`src/rtl/collect_data.sv`:
```
// collect_data: assembles a serial, MSB-first bit stream into 2*WIDTH-bit
// words and hands each word downstream through a valid/ready holding register.
// Partial frames are discarded on sync_i, or after TIMEOUT cycles with no
// strobe. A word that completes while the holding register is still full and
// not being consumed is dropped, and the sticky overrun flag is set.
//
//   state | meaning
//   ------+-----------------------------------------------
//   IDLE  | no bits of a frame held
//   SHIFT | 1 to 2*WIDTH-1 bits of a frame held
module collect_data #(
    parameter int WIDTH   = 16,
    parameter int TIMEOUT = 1024
) (
    input  logic                      clk,
    input  logic                      rst,
    input  logic                      bit_valid_i,
    input  logic                      bit_i,
    input  logic                      sync_i,
    input  logic                      data_ready_i,
    output logic signed [2*WIDTH-1:0] data_o,
    output logic                      data_valid_o,
    output logic                      busy_o,
    output logic                      overrun_o,
    output logic                      timeout_o
);

    localparam int WW     = 2 * WIDTH;
    localparam int CNT_W  = $clog2(WW) + 1;
    localparam int IDLE_W = $clog2(TIMEOUT) + 1;

    localparam logic [CNT_W-1:0]  LAST_BIT = CNT_W'(WW - 1);
    localparam logic [IDLE_W-1:0] IDLE_TC  = IDLE_W'(TIMEOUT - 1);

    typedef enum logic {
        IDLE  = 1'b0,
        SHIFT = 1'b1
    } state_t;

    state_t                   state_q, state_d;
    logic [CNT_W-1:0]         cnt_q, cnt_d;
    logic [IDLE_W-1:0]        idle_q, idle_d;
    // At most WW-1 bits are ever held; the final bit goes straight into the word.
    logic [WW-2:0]            shift_q, shift_d;
    logic signed [WW-1:0]     data_q, data_d;
    logic                     valid_q, valid_d;
    logic                     overrun_q, overrun_d;
    logic                     timeout_q, timeout_d;

    logic [WW-1:0]            word;
    logic                     complete;

    assign word = {shift_q, bit_i};

    // Registers: state, counters, shift register and output holding register.
    always_ff @(posedge clk) begin
        if (rst) begin
            state_q   <= IDLE;
            cnt_q     <= '0;
            idle_q    <= '0;
            shift_q   <= '0;
            data_q    <= '0;
            valid_q   <= 1'b0;
            overrun_q <= 1'b0;
            timeout_q <= 1'b0;
        end else begin
            state_q   <= state_d;
            cnt_q     <= cnt_d;
            idle_q    <= idle_d;
            shift_q   <= shift_d;
            data_q    <= data_d;
            valid_q   <= valid_d;
            overrun_q <= overrun_d;
            timeout_q <= timeout_d;
        end
    end

    // Frame collection: sync, bit acceptance, completion and idle timeout.
    always_comb begin
        state_d   = state_q;
        cnt_d     = cnt_q;
        idle_d    = idle_q;
        shift_d   = shift_q;
        timeout_d = 1'b0;
        complete  = 1'b0;

        if (sync_i) begin
            // Resync wins over completion; a strobed bit starts a new frame.
            idle_d = '0;
            if (bit_valid_i) begin
                shift_d = {{(WW-2){1'b0}}, bit_i};
                cnt_d   = CNT_W'(1);
                state_d = SHIFT;
            end else begin
                shift_d = '0;
                cnt_d   = '0;
                state_d = IDLE;
            end
        end else begin
            case (state_q)
                IDLE: begin
                    if (bit_valid_i) begin
                        shift_d = {{(WW-2){1'b0}}, bit_i};
                        cnt_d   = CNT_W'(1);
                        idle_d  = '0;
                        state_d = SHIFT;
                    end
                end
                SHIFT: begin
                    if (bit_valid_i) begin
                        idle_d = '0;
                        if (cnt_q == LAST_BIT) begin
                            complete = 1'b1;
                            shift_d  = '0;
                            cnt_d    = '0;
                            state_d  = IDLE;
                        end else begin
                            shift_d = word[WW-2:0];
                            cnt_d   = cnt_q + CNT_W'(1);
                        end
                    end else if (idle_q == IDLE_TC) begin
                        shift_d   = '0;
                        cnt_d     = '0;
                        idle_d    = '0;
                        state_d   = IDLE;
                        timeout_d = 1'b1;
                    end else begin
                        idle_d = idle_q + IDLE_W'(1);
                    end
                end
                default: begin
                    state_d = IDLE;
                    cnt_d   = '0;
                    idle_d  = '0;
                    shift_d = '0;
                end
            endcase
        end
    end

    // Output holding register: load on completion if free or draining, else flag overrun.
    always_comb begin
        data_d    = data_q;
        valid_d   = valid_q;
        overrun_d = overrun_q;

        if (complete) begin
            if (!valid_q || data_ready_i) begin
                data_d  = $signed(word);
                valid_d = 1'b1;
            end else begin
                overrun_d = 1'b1;
            end
        end else if (valid_q && data_ready_i) begin
            valid_d = 1'b0;
        end
    end

    assign data_o       = data_q;
    assign data_valid_o = valid_q;
    assign busy_o       = (state_q == SHIFT);
    assign overrun_o    = overrun_q;
    assign timeout_o    = timeout_q;

endmodule

```
`config.mk`:
```
export PLATFORM = sky130hd
export DESIGN_NAME = collect_data
export DESIGN_NICKNAME = d
export VERILOG_FILES = /design/src/rtl/collect_data.sv
export SDC_FILE = /design/constraint.sdc
export NUM_CORES = 1
export LEC_CHECK = 0
export ABC_AREA = 1
export BUFFER_PORTS_ARGS = -buffer_cell sky130_fd_sc_hd__clkbuf_2
export CAP_MARGIN = 20
export CORE_ASPECT_RATIO = 1.75
export CORE_UTILIZATION = 30
export CTS_BUF_LIST = sky130_fd_sc_hd__clkbuf_8 sky130_fd_sc_hd__clkbuf_16
export CTS_CLUSTER_SIZE = 40
export DETAILED_ROUTE_END_ITERATION = 8
export HOLD_SLACK_MARGIN = 0.15
export PLACE_DENSITY = 0.59
export SYNTH_ARGS = -nofsm -noshare
export SYNTH_HDL_FRONTEND = slang
export SYNTH_SLANG_ARGS = --single-unit
```
`constraint.sdc`:
```
create_clock -name clk -period 1.7 [get_ports clk]
set_input_delay 0.085 -clock clk [delete_from_list [all_inputs] [get_ports clk]]
set_output_delay 0.085 -clock clk [all_outputs]
set_load 0.05 [all_outputs]
```
==> impl_metrics.prom, run 1 <==
# TYPE chip_impl_metric gauge
chip_impl_metric{name="static-leakage-power",unit="µW"} 0.001615
chip_impl_metric{name="post_detailed_route_drc_marker_count",unit=""} 0
chip_impl_metric{name="critical_path.max_stage_delay",unit="ns"} 0.34
chip_impl_info{name="critical_path.endpoint_type",value="flop"} 1
chip_impl_metric{name="route.detailed.wl_per_inst",unit="µm"} 13.41
chip_impl_metric{name="dr.first_iter.drc_count",unit=""} 177
chip_impl_metric{name="clk-insertion-delay-late",unit="ns"} 0.34
chip_impl_metric{name="power.ir.vdd_worst",unit="mV"} 0.4803
chip_impl_metric{name="finalMaxSlewViolations",unit=""} 0
chip_impl_info{name="worst_hold_path_type",value="primary input to flop"} 1
chip_impl_metric{name="maxClockFrequency",unit="MHz"} 627.5
chip_impl_metric{name="layout-drive-gt1-share",unit="%"} 19.88
chip_impl_metric{name="power_per_cell_area",unit="nW/µm²"} 950.1
chip_impl_metric{name="power_switching_share",unit="%"} 22.31
chip_impl_metric{name="clkTransAtPathRegs",unit="ns"} 0.06
chip_impl_metric{name="floorplan.io_pins",unit=""} 42
chip_impl_metric{name="finalNetCount",unit=""} 521
chip_impl_metric{name="synth.mux.area_fraction",unit="%"} 0
chip_impl_metric{name="syn_to_final_growth",unit="%"} 25.60
chip_impl_metric{name="switching_power",unit="µW"} 930.5
chip_impl_metric{name="vias",unit=""} 3250
chip_impl_metric{name="postSynthCellCount",unit=""} 459
chip_impl_metric{name="cts.htree.levels",unit=""} 3
chip_impl_info{name="cts_root_buffer",value="sky130_fd_sc_hd__clkbuf_16"} 1
chip_impl_metric{name="finalCritPeriodShare",unit="%"} 93.74
chip_impl_metric{name="critical_path_arrival",unit="ns"} 1.80
chip_impl_metric{name="ys_types",unit=""} 25
chip_impl_metric{name="setup_viol",unit=""} 0
chip_impl_metric{name="worst_clock_skew",unit="ns"} 0.01084
chip_impl_metric{name="synth_compound_area_share",unit="%"} 13.43
chip_impl_metric{name="placement.cell_area",unit="µm²"} 3867
chip_impl_metric{name="final_period_minus_worst_setup_slack",unit="ns"} 1.594
chip_impl_info{name="status",value="completed"} 1
chip_impl_metric{name="power.combinational.fraction",unit="%"} 4.1
chip_impl_info{name="critical_path.cell_chain",value="ha_2 -> nand2_1 -> nor2_4 -> nand2_4 -> nor2_8 -> buf_4 -> nand2_4 -> nand2_1 -> a21oi_1"} 1
chip_impl_metric{name="grt_first_pass_wirelength",unit="µm"} 14330
chip_impl_info{name="critical_path.startpoint_type",value="flop"} 1
chip_impl_metric{name="synth-seq-cells",unit=""} 84
chip_impl_info{name="mostFrequentLayoutCells",value="sky130_fd_sc_hd__nand2_1 (111), sky130_fd_sc_hd__dfxtp_1 (82), sky130_fd_sc_hd__a21oi_1 (79), sky130_fd_sc_hd__nand3_1 (45), sky130_fd_sc_hd__clkbuf_2 (41)"} 1
chip_impl_info{name="final_common_cell",value="sky130_fd_sc_hd__nand2_1"} 1
chip_impl_metric{name="holdWs",unit="ns"} 0.1442
chip_impl_info{name="tritoncts",value="yes"} 1
chip_impl_metric{name="critical_path_required",unit="ns"} 1.90
chip_impl_metric{name="gr-usage-all-layers",unit="%"} 14.82
chip_impl_metric{name="globalplace.congestion",unit=""} 0.8407
chip_impl_metric{name="synth.yosys.seq_area_share",unit="%"} 48.12
chip_impl_metric{name="die_w",unit="µm"} 83.59
chip_impl_metric{name="cts.sinks",unit=""} 84
chip_impl_metric{name="grt_remaining_overflow",unit=""} 0
chip_impl_metric{name="antennaDiodeCount",unit=""} 0
chip_impl_metric{name="syn_area",unit="µm²"} 3495
chip_impl_metric{name="drt-pass1-iter-count",unit=""} 6
chip_impl_info{name="combinational_family_with_the_most_area_after_synthesis",value="simple AND/OR/NAND/NOR gates"} 1
chip_impl_metric{name="antenna_violations_before_repair",unit=""} 0
chip_impl_metric{name="vias_per_cell",unit=""} 5.000
chip_impl_metric{name="start_util",unit="%"} 31.12
chip_impl_metric{name="routed_wl",unit="µm"} 8717
chip_impl_metric{name="transition_time_at_the_pin_with_the_least_slew_margin",unit="ns"} 0.5859
chip_impl_metric{name="synth_adder_area_share",unit="%"} 0.7161
chip_impl_metric{name="stdcell_area",unit="µm²"} 4389
chip_impl_metric{name="vias_in_the_first_global_route",unit=""} 2999
chip_impl_metric{name="tritoncts.num_buffers",unit=""} 9
chip_impl_metric{name="synth-xor-area-share",unit="%"} 0.5013
chip_impl_info{name="crit_slowest_cell",value="sky130_fd_sc_hd__dfxtp_1"} 1
chip_impl_metric{name="ant_nets",unit=""} 0
chip_impl_metric{name="port_buffers",unit=""} 41
chip_impl_metric{name="clkPwrFrac",unit="%"} 48.5
chip_impl_metric{name="die_area",unit="µm²"} 12100
chip_impl_metric{name="dp_hpwl",unit="µm"} 5631
chip_impl_metric{name="ys_warn_count",unit=""} 0
chip_impl_metric{name="grt_start_max_net_pins",unit=""} 34
chip_impl_metric{name="design.core.area",unit="µm²"} 11230
chip_impl_metric{name="row_count",unit=""} 51
chip_impl_metric{name="max-clock-path-buffers",unit=""} 2
chip_impl_metric{name="post_synth_simple_gate_area",unit="%"} 30.36
chip_impl_metric{name="sequential_share_of_power",unit="%"} 47.5
chip_impl_metric{name="worst-path-max-fanout",unit=""} 16
chip_impl_metric{name="internal-power",unit="µW"} 3240
chip_impl_metric{name="cap_violations",unit=""} 0
chip_impl_metric{name="die_height",unit="µm"} 144.8
chip_impl_metric{name="slew-limit-headroom",unit="%"} 60.79
chip_impl_metric{name="timing.final.hold_violations",unit=""} 0
chip_impl_metric{name="synthesis.nets",unit=""} 467
chip_impl_metric{name="avgSynthCellArea",unit="µm²"} 7.614
chip_impl_info{name="worstSetupPathType",value="flop to flop"} 1
==> cell families (layout without fill, tap and decap cells) <==
group / Yosys count / count (layout)
DFF: 84 / 84
and+or+nand+nor: 226 / 227
AOI/OAI and AO/OA: 91 / 91
xor gates and xnor gates: 2 / 2
buffers and inverters: 54 / 112
adders and majority gates: 2 / 2
==> synth_stat cells <==
| cell type | count | share of area [%] |
|---|---|---|
| sky130_fd_sc_hd__o21ai_0 | 7 | 1.0 |
| sky130_fd_sc_hd__a21oi_1 | 80 | 11 |
| sky130_fd_sc_hd__nand3b_1 | 1 | 0.21 |
| sky130_fd_sc_hd__nand2_2 | 1 | 0.18 |
| sky130_fd_sc_hd__inv_2 | 1 | 0.11 |
| sky130_fd_sc_hd__clkinv_1 | 1 | 0.11 |
| sky130_fd_sc_hd__nand2_4 | 2 | 0.64 |
| sky130_fd_sc_hd__xnor2_1 | 1 | 0.25 |
| sky130_fd_sc_hd__a21boi_2 | 1 | 0.32 |
| sky130_fd_sc_hd__nand4_1 | 33 | 5.9 |
| sky130_fd_sc_hd__inv_1 | 21 | 2.3 |
| sky130_fd_sc_hd__nor3_1 | 5 | 0.72 |
| sky130_fd_sc_hd__nor2_8 | 2 | 1.1 |
| sky130_fd_sc_hd__xor2_1 | 1 | 0.25 |
| sky130_fd_sc_hd__ha_1 | 2 | 0.72 |
| sky130_fd_sc_hd__dfxtp_1 | 84 | 48 |
| sky130_fd_sc_hd__o21bai_1 | 3 | 0.64 |
| sky130_fd_sc_hd__nand2_1 | 112 | 12 |
| sky130_fd_sc_hd__nor2_1 | 23 | 2.5 |
| sky130_fd_sc_hd__nand3_1 | 46 | 6.6 |
| sky130_fd_sc_hd__nor3_4 | 1 | 0.47 |
| sky130_fd_sc_hd__buf_2 | 6 | 0.86 |
| sky130_fd_sc_hd__clkbuf_1 | 16 | 1.7 |
| sky130_fd_sc_hd__buf_6 | 4 | 1.3 |
| sky130_fd_sc_hd__buf_1 | 5 | 0.54 |
==> repair_timing <==
action	4_1_cts	5_1_grt
gates resized for setup	0	15
endpoints found under the hold margin	3	0
endpoints found under the setup margin	0	36
hold buffers	2	0
setup buffers	0	9
==> per-layer routing <==
layer	part of all wire, %	track usage, %
met1	44	17.15
met5	0	0
met2	52	25.76
met4	1.4	7.761
met3	3.5	3.006
==> stage by stage <==
stage	instances	total power [µW]	setup slack (ns)	util, %	TNS, ns
6_report	650	4170	0.1063	39.08	0
5_1_grt	650	4334	-0.009787	39.08	-0.01241
4_1_cts	638	4228	0.01733	37.40	0
3_5_place_dp	620	2188	0.03026	34.44	0
3_3_place_gp	620	2188	0.07357	34.44	0
2_1_floorplan	459	2134	0.1458	-	0
==> critical path, delay by kind of cell, from the launching register on <==
family | cells | cell delay (ns)
simple gates | 6 | 0.73
fa+ha+maj | 1 | 0.19
buf+inv | 1 | 0.13
compound gates | 1 | 0.07
flops | 1 | 0.34
==> path summary, 6_finish.rpt <==
path         startpoint    endpoint  slack [ns]  depth (start not counted)
min reg2reg  data_o[27]  data_o[27]        0.46                          2
max reg2reg    cnt_q[0]   data_o[0]        0.11                          9
max            cnt_q[0]   data_o[0]        0.11                          9
min                 rst   data_o[3]        0.14                          2
==> power groups by stage <==
stage	sequential, µW	clock (µW)	combinational [µW]
6_report	1980	2020	170
5_1_grt	1980	2170	187
4_1_cts	1980	2080	169
3_5_place_dp	2020	0	165
3_3_place_gp	2020	0	164
2_1_floorplan	2030	0	105
==> flip-flops by register name (all words and copies together) (netlist names) <==
register	flops
data_valid_o	1
busy_o	1
timeout_o	1
cnt_q	6
overrun_o	1
data_o	32
shift_q	31
idle_q	11
==> final cells by class <==
type	instances	area (µm²)
Clock buffer	11	252.7
Fill cell	1190	6842
Sequential cell	84	1684
Timing Repair Buffer	73	521.8
Clock inverter	5	60.06
Multi-Input combinational cell	322	1619
Inverter	23	86.33
Tap cell	132	165.2
Note: power is estimated with default switching activity, not from simulation.
==> run 2, diff against run 1 <==
PLACE_DENSITY = default   (was 0.59)
PLACE_DENSITY_LB_ADDON = 0.05   (was default)
==> run 2 against run 1 <==
Critical path type unchanged. Final cell count is 0.31% lower. Die area stayed put. Sequential power hardly changed.
==> impl_metrics.prom, run 2 (synthesis gave the netlist of run 1 again) <==
# TYPE chip_impl_metric gauge
chip_impl_info{name="critical_path.startpoint_type",value="flop"} 1
chip_impl_metric{name="globalplace.congestion",unit=""} 0.7785
chip_impl_info{name="worst_r2r_endpoint",value="data_o[19]"} 1
chip_impl_metric{name="critical_path_arrival",unit="ns"} 1.85
chip_impl_metric{name="tritoncts.num_buffers",unit=""} 9
chip_impl_info{name="min_delay_worst_endpoint",value="timeout_o"} 1
chip_impl_metric{name="worst_clock_skew",unit="ns"} 0.01088
chip_impl_metric{name="holdWs",unit="ns"} 0.1451
chip_impl_metric{name="static-leakage-power",unit="µW"} 0.001603
chip_impl_metric{name="timing.final.hold_violations",unit=""} 0
chip_impl_metric{name="power.ir.vdd_worst",unit="mV"} 0.5227
chip_impl_info{name="worstSetupPathType",value="flop to flop"} 1
chip_impl_metric{name="cts.sinks",unit=""} 84
chip_impl_metric{name="final_core_util",unit="%"} 39.08
chip_impl_metric{name="largest_register_ffs",unit=""} 32
chip_impl_metric{name="sequential_share_of_power",unit="%"} 48.6
chip_impl_metric{name="cts.htree.levels",unit=""} 3
chip_impl_info{name="timing.hold.worst.start",value="bit_valid_i"} 1
chip_impl_info{name="final_common_cell",value="sky130_fd_sc_hd__nand2_1"} 1
chip_impl_metric{name="power.combinational.fraction",unit="%"} 4.3
chip_impl_metric{name="layout-drive-gt1-share",unit="%"} 20.16
chip_impl_info{name="worst_hold_path_type",value="primary input to flop"} 1
chip_impl_metric{name="drt-pass1-iter-count",unit=""} 4
chip_impl_metric{name="port_buffers",unit=""} 41
chip_impl_metric{name="die_w",unit="µm"} 83.59
chip_impl_metric{name="antennaDiodeCount",unit=""} 0
chip_impl_metric{name="route.detailed.wl_per_inst",unit="µm"} 16.01
chip_impl_metric{name="clkPwrFrac",unit="%"} 47.0
chip_impl_info{name="reg2reg_from",value="cnt_q[1]"} 1
chip_impl_metric{name="critical_path_required",unit="ns"} 1.92
chip_impl_metric{name="r2r_setup_slack",unit="ns"} 0.07
chip_impl_metric{name="maxClockFrequency",unit="MHz"} 613.2
chip_impl_metric{name="clk-insertion-delay-late",unit="ns"} 0.34
chip_impl_metric{name="antenna_violations_before_repair",unit=""} 0
chip_impl_metric{name="post_detailed_route_drc_marker_count",unit=""} 0
chip_impl_metric{name="final_period_minus_worst_setup_slack",unit="ns"} 1.631
chip_impl_metric{name="routed_wl",unit="µm"} 10370
chip_impl_metric{name="finalMaxSlewViolations",unit=""} 0
chip_impl_metric{name="start_util",unit="%"} 31.12
chip_impl_metric{name="dr.first_iter.drc_count",unit=""} 168
chip_impl_metric{name="syn_to_final_growth",unit="%"} 25.60
chip_impl_metric{name="cap_violations",unit=""} 0
chip_impl_metric{name="finalCritPeriodShare",unit="%"} 95.93
chip_impl_metric{name="worst-path-max-fanout",unit=""} 16
chip_impl_metric{name="grt_first_pass_wirelength",unit="µm"} 16120
chip_impl_metric{name="grt_remaining_overflow",unit=""} 0
chip_impl_metric{name="die_area",unit="µm²"} 12100
chip_impl_info{name="mostFrequentLayoutCells",value="sky130_fd_sc_hd__nand2_1 (110), sky130_fd_sc_hd__dfxtp_1 (81), sky130_fd_sc_hd__a21oi_1 (77), sky130_fd_sc_hd__nand3_1 (45), sky130_fd_sc_hd__clkbuf_2 (41)"} 1
chip_impl_metric{name="setup_viol",unit=""} 0
chip_impl_info{name="status",value="completed"} 1
chip_impl_metric{name="slew-limit-headroom",unit="%"} 63.78
chip_impl_metric{name="finalNetCount",unit=""} 519
chip_impl_metric{name="vias",unit=""} 3306
chip_impl_metric{name="vias_in_the_first_global_route",unit=""} 3290
chip_impl_metric{name="row_count",unit=""} 51
chip_impl_metric{name="setup-tns-final",unit="ns"} 0
chip_impl_metric{name="power_switching_share",unit="%"} 23.30
chip_impl_metric{name="gr-usage-all-layers",unit="%"} 16.84
chip_impl_metric{name="r2r_cells",unit=""} 8
chip_impl_metric{name="ant_nets",unit=""} 0
chip_impl_metric{name="clkTransAtPathRegs",unit="ns"} 0.06
chip_impl_info{name="tritoncts",value="yes"} 1
chip_impl_metric{name="max-clock-path-buffers",unit=""} 2
chip_impl_metric{name="switching_power",unit="µW"} 950.5
chip_impl_metric{name="grt_start_max_net_pins",unit=""} 34
chip_impl_metric{name="transition_time_at_the_pin_with_the_least_slew_margin",unit="ns"} 0.5413
chip_impl_metric{name="floorplan.io_pins",unit=""} 42
chip_impl_metric{name="timing.hold.worst_path_depth",unit=""} 2
chip_impl_info{name="critical_path.endpoint_type",value="flop"} 1
chip_impl_metric{name="vias_per_cell",unit=""} 5.102
chip_impl_metric{name="power_per_cell_area",unit="nW/µm²"} 929.2
chip_impl_metric{name="die_height",unit="µm"} 144.8
chip_impl_metric{name="internal-power",unit="µW"} 3128
chip_impl_info{name="cts_root_buffer",value="sky130_fd_sc_hd__clkbuf_16"} 1
chip_impl_metric{name="design.core.area",unit="µm²"} 11230
chip_impl_metric{name="dp_hpwl",unit="µm"} 6413
## run 2: changes by cell type in the layout (fill, tap and decap cells not counted), moves of 2 or more
cell,delta
sky130_fd_sc_hd__a21oi_2,+2
sky130_fd_sc_hd__a21oi_1,-2
sky130_fd_sc_hd__buf_4,-3
sky130_fd_sc_hd__buf_12,+2
sky130_fd_sc_hd__clkinv_4,-2
## run 2: timing repair
item,in CTS,in global routing
resized for setup,2,15
setup endpoints to repair,2,38
gates cloned,0,4
hold buffers,2,0
pin swaps,0,2
setup buffers,0,2
hold endpoints to repair,3,0
## run 2: how the worst max path moves through the flow
stage	startpoint	to	slack, ns	cells after the start
6_report	cnt_q[1]	data_o[19]	0.07	8
5_1_grt	cnt_q[1]	data_o[27]	-0.03	8
4_1_cts	idle_q[0]	cnt_q[4]	0.01	8
3_5_place_dp	cnt_q[1]	data_o[8]	-0.006	8
3_3_place_gp	idle_q[0]	cnt_q[4]	0.02	8
2_1_floorplan	data_valid_o	data_o[26]	0.15	7
## run 2: power groups by stage
stage	combinational [µW]	sequential [µW]	clock (µW)
floorplan	105	2030	0
global placement	175	2030	0
detailed placement	174	2030	0
CTS	178	1980	1950
global route	196	1980	2030
finish	177	1980	1920
## run 2: critical path, stage by stage (launching register included)
cell                      delay [ns]
sky130_fd_sc_hd__dfxtp_2        0.36
sky130_fd_sc_hd__ha_4           0.15
sky130_fd_sc_hd__nand2_2        0.08
sky130_fd_sc_hd__nor2_4         0.15
sky130_fd_sc_hd__nand2_4        0.10
sky130_fd_sc_hd__nor2_8         0.28
sky130_fd_sc_hd__nand2_4        0.23
sky130_fd_sc_hd__nand2_1        0.11
sky130_fd_sc_hd__a21oi_1        0.06
## run 2: per-stage QoR
| step | cell area [µm²] | total power (µW) | setup slack, ns | instances |
|---|---|---|---|---|
| 3_3_place_gp | 3910 | 2202 | 0.02488 | 624 |
| 4_1_cts | 4232 | 4113 | 0.01367 | 642 |
| 3_5_place_dp | 3910 | 2201 | -0.006436 | 624 |
| 2_1_floorplan | 3496 | 2134 | 0.1458 | 459 |
| 6_report | 4389 | 4079 | 0.06920 | 648 |
| 5_1_grt | 4389 | 4215 | -0.03492 | 648 |
## run 2: metal layers
layer  track usage (%)  up-vias  part of all wire (%)
met2             30.89       56                    53
met4             8.118        0                   2.3
met3             3.233       17                   2.7
li1                  -     1663                     -
met1             18.52     1570                    42
met5                 0        -                     0
## run 2: final cells by class
class	count	area, µm²
fillers	1201	6842
inverters	23	86.33
clock buffers	12	266.5
flip-flops and latches	84	1685
clock inverters	4	22.52
well taps	132	165.2
multi-input cells	323	1650
repair buffers	70	513.0
